**src/rtl/serial_slt_mod_if.sv**
```systemverilog
// Operand/result bundle for the bit-serial set-less-than unit.
// The master drives the request and operands; the slave returns status and results.
interface serial_slt_mod_if #(
    parameter int size = 8
);
    logic            start;
    logic [size-1:0] R3;
    logic [size-1:0] R2;
    logic            busy;
    logic            done;
    logic [size-1:0] R1;
    logic            c_out;
    logic [size-1:0] diff;

    modport master (
        output start, R3, R2,
        input  busy, done, R1, c_out, diff
    );

    modport slave (
        input  start, R3, R2,
        output busy, done, R1, c_out, diff
    );
endinterface

```
**src/rtl/serial_slt_mod.sv**
```systemverilog
// Bit-serial set-less-than: one full-adder slice computes R3 + ~R2 + 1, LSB first.
// The flag is the inverted MSB of the difference, with no overflow correction.
module serial_slt_mod #(
    parameter int size = 8
) (
    input logic             clk,
    input logic             rst,
    serial_slt_mod_if.slave bus
);
    localparam int CW = (size > 1) ? $clog2(size) : 1;
    localparam logic [CW-1:0] LAST = CW'(size - 1);

    typedef enum logic [1:0] {
        IDLE,
        SHIFT,
        DONE
    } state_t;

    state_t          state_q, state_d;
    logic [size-1:0] a_q, a_d;
    logic [size-1:0] b_q, b_d;
    logic [size-1:0] d_q, d_d;
    logic [size-1:0] diff_q, diff_d;
    logic [CW-1:0]   cnt_q, cnt_d;
    logic            carry_q, carry_d;
    logic            cout_q, cout_d;
    logic            flag_q, flag_d;
    logic            sum_w;
    logic            cy_w;
    logic [size-1:0] d_shift_w;

    // One full-adder step on the current LSBs and the running carry.
    assign sum_w     = a_q[0] ^ b_q[0] ^ carry_q;
    assign cy_w      = (a_q[0] & b_q[0]) | (carry_q & (a_q[0] ^ b_q[0]));
    assign d_shift_w = {sum_w, d_q[size-1:1]};

    // Next-state and datapath update; everything holds unless the state says otherwise.
    always_comb begin
        state_d = state_q;
        a_d     = a_q;
        b_d     = b_q;
        d_d     = d_q;
        diff_d  = diff_q;
        cnt_d   = cnt_q;
        carry_d = carry_q;
        cout_d  = cout_q;
        flag_d  = flag_q;
        case (state_q)
            IDLE: begin
                if (bus.start) begin
                    a_d     = bus.R3;
                    b_d     = ~bus.R2;
                    d_d     = '0;
                    carry_d = 1'b1;
                    cnt_d   = '0;
                    state_d = SHIFT;
                end
            end
            SHIFT: begin
                a_d     = {1'b0, a_q[size-1:1]};
                b_d     = {1'b0, b_q[size-1:1]};
                d_d     = d_shift_w;
                carry_d = cy_w;
                cnt_d   = cnt_q + CW'(1);
                if (cnt_q == LAST) begin
                    diff_d  = d_shift_w;
                    cout_d  = cy_w;
                    flag_d  = ~sum_w;
                    state_d = DONE;
                end
            end
            DONE: begin
                state_d = IDLE;
            end
            default: begin
                state_d = IDLE;
            end
        endcase
    end

    // State register; reset abandons any operation in flight.
    always_ff @(posedge clk or posedge rst) begin
        if (rst) begin
            state_q <= IDLE;
        end else begin
            state_q <= state_d;
        end
    end

    // Shift registers, counter and held results.
    always_ff @(posedge clk or posedge rst) begin
        if (rst) begin
            a_q     <= '0;
            b_q     <= '0;
            d_q     <= '0;
            diff_q  <= '0;
            cnt_q   <= '0;
            carry_q <= 1'b0;
            cout_q  <= 1'b0;
            flag_q  <= 1'b0;
        end else begin
            a_q     <= a_d;
            b_q     <= b_d;
            d_q     <= d_d;
            diff_q  <= diff_d;
            cnt_q   <= cnt_d;
            carry_q <= carry_d;
            cout_q  <= cout_d;
            flag_q  <= flag_d;
        end
    end

    assign bus.busy  = (state_q != IDLE);
    assign bus.done  = (state_q == DONE);
    assign bus.R1    = {{(size-1){1'b0}}, flag_q};
    assign bus.c_out = cout_q;
    assign bus.diff  = diff_q;
endmodule

```
**src/flat_wrapper.sv**
```systemverilog
// flat-port wrapper written by rule: the top's interface ports become plain ports
module serial_slt_mod_flat 
#(
    parameter int size = 8
)
  (clk, rst, bus_start, bus_R3, bus_R2, bus_busy, bus_done, bus_R1, bus_c_out, bus_diff);
  serial_slt_mod_if #(.size(size)) bus_i ();
  input logic clk;
  input logic rst;
  input wire logic [$bits(bus_i.start)-1:0] bus_start;
  input wire logic [$bits(bus_i.R3)-1:0] bus_R3;
  input wire logic [$bits(bus_i.R2)-1:0] bus_R2;
  output wire logic [$bits(bus_i.busy)-1:0] bus_busy;
  output wire logic [$bits(bus_i.done)-1:0] bus_done;
  output wire logic [$bits(bus_i.R1)-1:0] bus_R1;
  output wire logic [$bits(bus_i.c_out)-1:0] bus_c_out;
  output wire logic [$bits(bus_i.diff)-1:0] bus_diff;
  assign bus_i.start = bus_start;
  assign bus_i.R3 = bus_R3;
  assign bus_i.R2 = bus_R2;
  assign bus_busy = bus_i.busy;
  assign bus_done = bus_i.done;
  assign bus_R1 = bus_i.R1;
  assign bus_c_out = bus_i.c_out;
  assign bus_diff = bus_i.diff;
  serial_slt_mod #(.size(size)) u_core (.clk(clk), .rst(rst), .bus(bus_i));
endmodule
```
**config.mk**
```make
export PLATFORM = sky130hd
export DESIGN_NAME = serial_slt_mod_flat
export DESIGN_NICKNAME = d
export VERILOG_FILES = /design/src/rtl/serial_slt_mod_if.sv /design/src/rtl/serial_slt_mod.sv /design/src/flat_wrapper.sv
export SDC_FILE = /design/constraint.sdc
export NUM_CORES = 1
export LEC_CHECK = 0
export CAP_MARGIN = 20
export CELL_PAD_IN_SITES_DETAIL_PLACEMENT = 1
export CELL_PAD_IN_SITES_GLOBAL_PLACEMENT = 2
export CORE_MARGIN = 4
export CORE_UTILIZATION = 30
export DETAILED_ROUTE_END_ITERATION = 16
export PLACE_DENSITY_LB_ADDON = 0.25
export SYNTH_ARGS = -nofsm -noshare
export SYNTH_HDL_FRONTEND = slang
export SYNTH_SLANG_ARGS = --single-unit
```
**constraint.sdc**
```tcl
create_clock -name clk -period 1.5 [get_ports clk]
set_input_delay 0.225 -clock clk [delete_from_list [all_inputs] [get_ports clk]]
set_output_delay 0.225 -clock clk [all_outputs]
set_load 0.01 [all_outputs]
```
---- Word-level counts from Yosys, hierarchy flattened ----
Index checks and enable logic that the tools add are counted.
storage, ports and cells
  register bits after elaboration ......... 40
  latch bits .............................. 0
  bits in writable memories ............... 0
  ROM bits ................................ 0
  input bits .............................. 19
  logic and storage cells ................. 41
  memories kept ........................... 0
cells by class
  add/sub/neg operators ................... 1
  multiply operators ...................... 0
  div/mod/pow operators ................... 0
  $lt $le $gt $ge ......................... 0
  equality and inequality tests ........... 5
  shift operators ......................... 0
  multiplexer cells ....................... 13
  bitwise operators ....................... 7
  reductions and logical operators ........ 6
operators by type and width
  kind                 count
  $pmux 8 s2           3
  $mux 8               3
  $not 8->8            1
  $pmux 3 s2           1
  $reduce_and 2->1     3
  $mux 2               2
  $pmux 2 s2           1
  $reduce_bool 2->1    2
  $add 3x1->3 const B  1
  $eq 3x3->1 const B   1
  $mux 3               1
  $and 1x1->1          2
  $eq 2x1->1 const B   1
  $eq 2x2->1 const B   1
  $logic_not 2->1      1
  $ne 2x1->1 const B   1
  $ne 2x2->1 const B   1
  $pmux 1 s2           1
  $xor 1x1->1          2
  $mux 1               1
  $not 1->1            1
  $or 1x1->1           1

---- Longest topological paths before layout ----
Gate-level depths: netlist (run 1).
  word-level depth ........................ 4
  gate-level depth with buffers ........... 5
  mapped depth without buffers ............ 4

---- Worst setup path before layout (run 1) ----
Ideal clock, no wire load.
  path kind ............................... reg-to-reg
  start point ............................. register u_core.cnt_q[0]
  end point ............................... register u_core.diff_q[0], in the netlist u_core.bus.diff[0]
  arrival ................................. 1.314 ns
  required time ........................... 1.375 ns
  slack ................................... 0.061 ns
  stages on the path, launching flop included .. 6
  path buffers ............................ 1
  cell sequence ........................... dfrtp_1 -> ha_1 -> ha_1 -> nand3b_4 -> buf_6 -> mux2_4
between the ends
  cells in the longest elaborated chain, start to end .. 2
ends and longest elaborated chain
  what                               line                   source
  from (decl)                        serial_slt_mod.sv:24   logic [CW-1:0] cnt_q, cnt_d;
  from (signal assigned)             serial_slt_mod.sv:106  cnt_q <= cnt_d;
  $eq 3x3->1                         serial_slt_mod.sv:65   if (cnt_q == LAST) begin
  $reduce_and 2->1 (no source line)  -
  to (signal assigned)               serial_slt_mod.sv:105  diff_q <= diff_d;
  to (decl)                          serial_slt_mod.sv:23   logic [size-1:0] diff_q, diff_d;
No other way between the ends.
A chain may end at the register's enable or synchronous reset.

---- Worst setup path after layout (run 1) ----
  start point ............................. register u_core.state_q[1]
  end point ............................... register u_core.d_q[6]
between the ends
  cells in the longest elaborated chain, start to end .. 3
ends and longest elaborated chain
  what                                                                     line                   source
  from (decl)                                                              serial_slt_mod.sv:19   state_t state_q, state_d;
  from (signal assigned)                                                   serial_slt_mod.sv:86   state_q <= state_d;
  $eq 2x1->1 / $logic_not 2->1 (equally long branches)                     serial_slt_mod.sv:48   case (state_q)
  $reduce_bool 2->1 (no source line) / $ne 2x2->1 (equally long branches)  -
  $reduce_and 2->1 (no source line)                                        -
  to (signal assigned)                                                     serial_slt_mod.sv:95   d_q <= '0;
  to (signal assigned)                                                     serial_slt_mod.sv:104  d_q <= d_d;
  to (decl)                                                                serial_slt_mod.sv:22   logic [size-1:0] d_q, d_d;
Parallel ways exist; a longest one is shown, timed or not.

==> metrics.csv, run 1 <==
stage,metric,value,unit
status,outcome,"complete, no violations",
timing,layout_worst_path_cycle_share,96.5,%
pwr,pwr-share-seq,37.7,%
pwr,p_leak,1.19,nW
global_routing,grt-ovfl-total,0,
route,drt_iter0_drc,48,
yosys,ys_seq_elements,39,
timing,maxSlewViolCount,0,
floorplan,die_h,86.9,um
worst_hold_path,hold_path_class,primary input to asynchronous set/reset pin,
route,viasPerCell,4.76,
global_routing,grt_max_degree,40,
timing,hold_violations,0,
final_layout,antennaDiodeCount,0,
floorplan,rows,28,
final_layout,area_delta_synth_final,34.7,%
floorplan,io_pins,38,
final_layout,nFillCells,649,
yosys,ys.flop_type,dfrtp_1,
yosys,syn_avg_cell_area,12.8,um^2
yosys,yosysWarnings,0,
worst_setup_path,worstPathRequired,1670,ps
yosys,synth_cell_types,34,
worst_setup_path,cp_common_cell,buf_6,
global_routing,grt_pass1_vias,1394,
pwr,power.net_switching,1.55,mW
worst_setup_path,end_kind,register,
final_layout,final_util,42.0,%
clock_tree,cts_buffers,5,
worst_setup_path,cpMaxStageDelayCell,dfrtp_2,
clock_tree,cts.sinks,39,
route,drtAntennaViolNets,0,
route,vias,1304,
final_layout,multi_input_area,749,um^2
placed_design,io_buffer_count,30,
yosys,synth_area,1870,um^2
floorplan,core,5990,um^2
pwr,ir_drop,542,uV
floorplan,die_area,7550,um^2
clock_tree,cts_tree,yes,
timing,setup_viol,0,
worst_setup_path,critPathMaxFanout,10,
worst_setup_path,cp_slowest_stage_delay,420,ps
worst_setup_path,worst_setup_path_start_kind,register,
global_routing,grt_usage,12.1,%
pwr,pwr-share-clk,15.2,%
timing,skew,8.22,ps
placed_design,placed_cells,256,
clock_tree,cts_buffer_depth,2,
timing,final.setup.tns,0,ps
floorplan,die-width,86.9,um
yosys,seq_area_frac_synth,52.3,%
clock_tree,cts-root-buf,clkbuf_8,
pwr,p_comb_share,47.1,%
route,drt_wl_total,4.32,mm
placed_design,place.gp.congestion,0.786,
pwr,switching_share,32.8,%
global_routing,grt_pass1_wl,7.06,mm
yosys,async_flop_share,100,%
timing,maxClockFrequency,0.691,GHz
clock_tree,clock_latency,290,ps
route,drt_pre_antenna_iters,5,
clock_tree,cts_hold_buf,0,
placed_design,pre_cts_slack,-30.1,ps
timing,layout_min_cycle_time,1450,ps
clock_tree,htreeDepth,2,
worst_setup_path,arrival,1620,ps
yosys,synth_edf_count,0,
final_layout,drive_gt1_share,30.2,%
final_layout,final_cells,274,
placed_design,dpl_cell_area,2300,um^2
worst_setup_path,cp_num_buf_inv,4,
final_layout,stdcell_area,2510,um^2
pwr,internal_power,3.17,mW
flow_run,maxCapViolCount,0,
worst_setup_path,crit_family,buffers and inverters,
pwr,powerDensity,1880,nW/um^2
final_layout,final-seq-area,978,um^2
worst_setup_path,path_cells,buf_6 > buf_6 > o21bai_4 > buf_4 > buf_6 > a22o_1,
clock_tree,clkTransAtPathRegs,80,ps
timing,rsz0062_at_grt,yes,
yosys,syn-instance-count,146,
final_layout,fin_nets,221,
route,drc,0,
worst_setup_path,critPathKind,register to register,
timing,setup_slack,52.6,ps
route,wl_per_cell,15.8,um
global_routing,antenna_found_initial,0,
floorplan,start_util,31.2,%
placed_design,dp_hpwl,2.90,mm
[final timing paths]
| check | from | endpoint | slack [ps] | cells past startpoint |
|---|---|---|---|---|
| max in group asynchronous | rst | u_core.state_q[0]$_DFFE_PP0P_ | 990 | 3 |
| worst min register to register | u_core.b_q[7]$_DFFE_PP0P_ | u_core.b_q[7]$_DFFE_PP0P_ | 500 | 1 |
| worst max-delay path | u_core.state_q[1]$_DFFE_PP0P_ | u_core.d_q[6]$_DFFE_PP0P_ | 50 | 6 |
| worst max register to register | u_core.state_q[1]$_DFFE_PP0P_ | u_core.d_q[6]$_DFFE_PP0P_ | 50 | 6 |
| worst min-delay path | rst | u_core.bus.diff[3]$_DFFE_PP0P_ | 300 | 3 |
| min in group clk | u_core.b_q[7]$_DFFE_PP0P_ | u_core.b_q[7]$_DFFE_PP0P_ | 500 | 1 |
[state kept, by name, indices dropped and copies added (netlist names)]
| signal | cells |
|---|---|
| u_core.a_q | 8 |
| u_core.b_q | 8 |
| u_core.bus.c_out | 1 |
| u_core.bus.diff | 8 |
| u_core.carry_q | 1 |
| u_core.cnt_q | 3 |
| u_core.d_q | 7 |
| u_core.flag_q | 1 |
| u_core.state_q | 2 |
[area by class of cell]
type / count / share of cell area [%]
timing repair buffer: 57 / 21.8
tap: 75 / 3.73
clock buffer: 6 / 3.29
sequential: 39 / 38.9
multi-input combinational: 81 / 29.8
clock inverter: 1 / 0.199
inverter: 15 / 2.24
[synth_stat cells, drive strengths merged, types with 2 or more instances]
cell | instances | share of area (%)
nor2b | 7 | 2.3
a221oi | 2 | 1.6
a222oi | 5 | 2.7
inv | 15 | 3.0
mux2 | 8 | 6.2
a22o | 8 | 3.8
ha | 2 | 1.3
buf | 17 | 7.2
dfrtp | 39 | 52
or3b | 6 | 2.8
o221a | 6 | 3.6
nand2b | 3 | 1.0
nor4b | 2 | 0.94
nor2 | 3 | 1.0
nand2 | 6 | 1.2
mux2i | 3 | 1.6
a32o | 2 | 1.1
[metrics by stage]
step,hold WS [ps],total power [mW]
2_1_floorplan,395,3.09
5_1_grt,336,5.10
3_3_place_gp,469,3.76
3_5_place_dp,485,3.87
4_1_cts,298,4.64
6_report,297,4.72
[cells in the final DEF, fill, tap and decap left out, types with 2 or more instances in the layout]
| cell | instances |
|---|---|
| a221oi_2 | 2 |
| a222oi_1 | 5 |
| a22o_1 | 8 |
| a32o_1 | 2 |
| buf_4 | 21 |
| buf_6 | 4 |
| clkbuf_8 | 6 |
| clkdlybuf4s15_1 | 2 |
| clkdlybuf4s50_1 | 28 |
| conb_1 | 7 |
| dfrtp_1 | 37 |
| dfrtp_2 | 2 |
| inv_1 | 13 |
| inv_2 | 2 |
| mux2_4 | 7 |
| mux2i_1 | 3 |
| nand2_1 | 6 |
| nand2b_1 | 3 |
| nor2_1 | 2 |
| nor2b_1 | 7 |
| nor4b_1 | 2 |
| o221a_2 | 6 |
| or3b_1 | 6 |
[tightest hold or removal path, delay by kind of cell]
| kind | cells | cell delay (ps) |
|---|---|---|
| buffers and inverters | 3 | 730 |
[per-layer routing]
layer	vias to the layer above	global-route usage, %	routed length (um)
met5	-	0	0
met4	0	4.67	71
li1	611	-	-
met3	5	3.12	190
met2	32	19.1	2070
met1	656	16.0	1990
[repair_timing]
action | 4_1_cts | 5_1_grt
pin swaps | 1 | 4
resized for setup | 4 | 9
gates cloned | 0 | 3
buffers inserted | 3 | 5
endpoints found under the setup margin | 2 | 19
[power by group through the flow]
stage                     Sequential [mW]  Combinational [mW]  Clock, mW
final                                1.78                2.22      0.719
after global routing                 1.85                2.45      0.807
after detailed placement             1.83                2.04          0
after CTS                            1.80                2.10      0.746
after floorplan                      1.77                1.32          0
after global placement               1.80                1.96          0
[logic make-up after synthesis]
kind of cell | share of synthesized area (%)
adder cells (fa/ha/maj) | 2.41
buffers and inverters | 10.5
multiplexers | 7.84
AO/OA/AOI/OAI | 15.5
flip-flops | 52.3
AND/OR/NAND/NOR | 11.3
other | 0.201
No activity file was read; power rests on OpenSTA's default activity.
==> run 2: changes to the inputs <==
CORE_ASPECT_RATIO = 1.25   (was not set)
==> run 2 against run 1 <==
Sequential share of layout area up 0.41 points. Power up 2.8%. Sequential power about the same. Clock power up 24%. Via count down 0.69%. Hold slack worse by 19 ps. Cell area down 1.0%. Critical path depth down 5. Clock-buffer cell count down 1. Clock skew about the same. Die area up 0.10%. Utilization about the same. Critical path type is now register to primary output. Critical endpoint is now bus_diff[5]. Largest power group unchanged. Highest routed layer unchanged.
==> metrics.csv, run 2 (synthesis results as in run 1) <==
stage,metric,value,unit,change
clock_tree,cts-root-buf,clkbuf_8,,
pwr,p_leak,1.18,nW,-1.5%
clock_tree,cts.sinks,39,,unchanged
timing,setup_viol,0,,unchanged
worst_setup_path,end_kind,primary output,,
route,viasPerCell,4.68,,-1.8%
timing,maxSlewViolCount,0,,unchanged
worst_setup_path,cp_slowest_stage_delay,550,ps,+130 ps
global_routing,grt_max_degree,40,,unchanged
pwr,ir_drop,569,uV,+5.1%
worst_setup_path,rrSetupSlack,80,ps,+30 ps
worst_setup_path,ff2ff_path_depth,4,,-2
clock_tree,clkTransAtPathRegs,90,ps,about the same
placed_design,pre_cts_slack,-14.7,ps,+15.4 ps
worst_setup_path,crit_cells,1,,-5
floorplan,die-width,78.6,um,-9.6%
timing,layout_worst_path_cycle_share,96.2,%,-0.29 points
status,outcome,"complete, no violations",,
worst_setup_path,arrival,1220,ps,-400 ps
timing,hold_violations,0,,unchanged
placed_design,dpl_cell_area,2310,um^2,+0.38%
route,wl_per_cell,15.6,um,-1.3%
clock_tree,cts_tree,yes,,
pwr,powerDensity,1950,nW/um^2,+3.9%
worst_setup_path,cpMaxStageDelayCell,clkdlybuf4s50_1,,
floorplan,core,5930,um^2,-0.94%
timing,setup_slack,56.9,ps,+4.31 ps
final_layout,layout_commonest_cell,dfrtp_1,,
final_layout,final_cell_mix,"37 x dfrtp_1, 28 x clkdlybuf4s50_1, 20 x buf_4",,
worst_setup_path,crit_family,buffers and inverters,,
final_layout,antennaDiodeCount,0,,unchanged
timing,maxClockFrequency,0.693,GHz,+0.30%
floorplan,rows,31,,+11%
worst_setup_path,worstReg2RegStart,u_core.cnt_q[0]$_DFFE_PP0P_,,
worst_setup_path,worst_setup_path_start_kind,register,,
global_routing,grt_pass1_vias,1444,,+3.6%
flow_run,maxCapViolCount,0,,unchanged
worst_setup_path,critPathKind,register to primary output,,
floorplan,io_pins,38,,unchanged
timing,skew,8.61,ps,+0.395 ps
global_routing,grt_usage,12.1,%,about the same
timing,layout_min_cycle_time,1440,ps,-4.31 ps
global_routing,antenna_found_initial,0,,unchanged
final_layout,final_cells,277,,+1.1%
route,vias,1295,,-0.69%
worst_setup_path,critPathMaxFanout,2,,-8
global_routing,grt-ovfl-total,0,,unchanged
final_layout,stdcell_area,2490,um^2,-1.0%
worst_setup_path,worstPathRequired,1270,ps,-400 ps
placed_design,place.gp.congestion,0.732,,-6.8%
route,drt_pre_antenna_iters,4,,-1
placed_design,io_buffer_count,30,,unchanged
timing,rsz0062_at_grt,no,,
clock_tree,cts_hold_buf,0,,unchanged
clock_tree,clock_latency,300,ps,about the same
worst_setup_path,path_cells,clkdlybuf4s50_1,,
worst_setup_path,cp_num_buf_inv,1,,-3
route,drtAntennaViolNets,0,,unchanged
worst_setup_path,r2r_end,u_core.bus.diff[3]$_DFFE_PP0P_,,
clock_tree,cts_buffer_depth,2,,unchanged
placed_design,dp_hpwl,3.00,mm,+3.6%
placed_design,placed_cells,263,,+2.7%
route,drc,0,,unchanged
floorplan,die_area,7560,um^2,+0.10%
worst_hold_path,hold_path_class,primary input to asynchronous set/reset pin,,
global_routing,grt_pass1_wl,7.10,mm,+0.60%
final_layout,drive_gt1_share,29.2,%,-0.92 points
final_layout,area_delta_synth_final,33.2,%,
floorplan,die_h,96.2,um,+11%
final_layout,fin_nets,216,,-2.3%
route,drt_wl_total,4.31,mm,-0.19%
clock_tree,cts_buffers,5,,unchanged
floorplan,start_util,31.5,%,+0.30 points
route,drt_iter0_drc,67,,+40%
clock_tree,htreeDepth,2,,unchanged
[run 2: layout make-up]
class / count / area [um^2]
clock inverter: 3 / 43.8
inverter: 15 / 56.3
multi-input combinational: 81 / 747
sequential: 39 / 978
clock buffer: 5 / 68.8
fill: 648 / 3450
timing repair buffer: 52 / 490
tap: 82 / 103
[run 2: per-layer routing]
layer / global-route usage [%] / vias up / wire length (um)
met3: 3.46 / 7 / 212
met1: 14.5 / 655 / 1920
li1: - / 602 / -
met5: 0 / - / 0
met4: 5.39 / 0 / 68
met2: 20.3 / 31 / 2110
[run 2: power breakdown]
| group | switching [mW] | leakage [nW] | internal (mW) |
|---|---|---|---|
| logic | 0.926 | 0.647 | 1.26 |
| registers | 0.258 | 0.471 | 1.52 |
| clock network | 0.395 | 0.0581 | 0.496 |
[run 2: worst max path at each step]
| stage | start | end |
|---|---|---|
| 2_1_floorplan | u_core.cnt_q[0]$_DFFE_PP0P_ | u_core.bus.diff[0]$_DFFE_PP0P_ |
| 3_3_place_gp | bus_start | u_core.b_q[6]$_DFFE_PP0P_ |
| 3_5_place_dp | bus_start | u_core.b_q[4]$_DFFE_PP0P_ |
| 4_1_cts | u_core.state_q[1]$_DFFE_PP0P_ | u_core.a_q[5]$_DFFE_PP0P_ |
| 5_1_grt | u_core.bus.diff[5]$_DFFE_PP0P_ | bus_diff[5] |
| 6_report | u_core.bus.diff[5]$_DFFE_PP0P_ | bus_diff[5] |
[run 2: metrics by stage]
step,TNS [ps],power (mW),util [%],hold slack (ps)
floorplan,0,3.09,-,395
global placement,0,3.79,38.9,485
detailed placement,-49.8,3.89,38.9,494
CTS,-13.3,4.82,41.1,290
global route,0,5.19,41.9,318
finish,0,4.85,41.9,278
[run 2: repair_timing]
item | 4_1_cts | 5_1_grt
setup endpoints to repair | 2 | 19
setup buffers | 2 | 4
cloned | 0 | 1
resized for setup | 5 | 5
pin swaps | 0 | 2
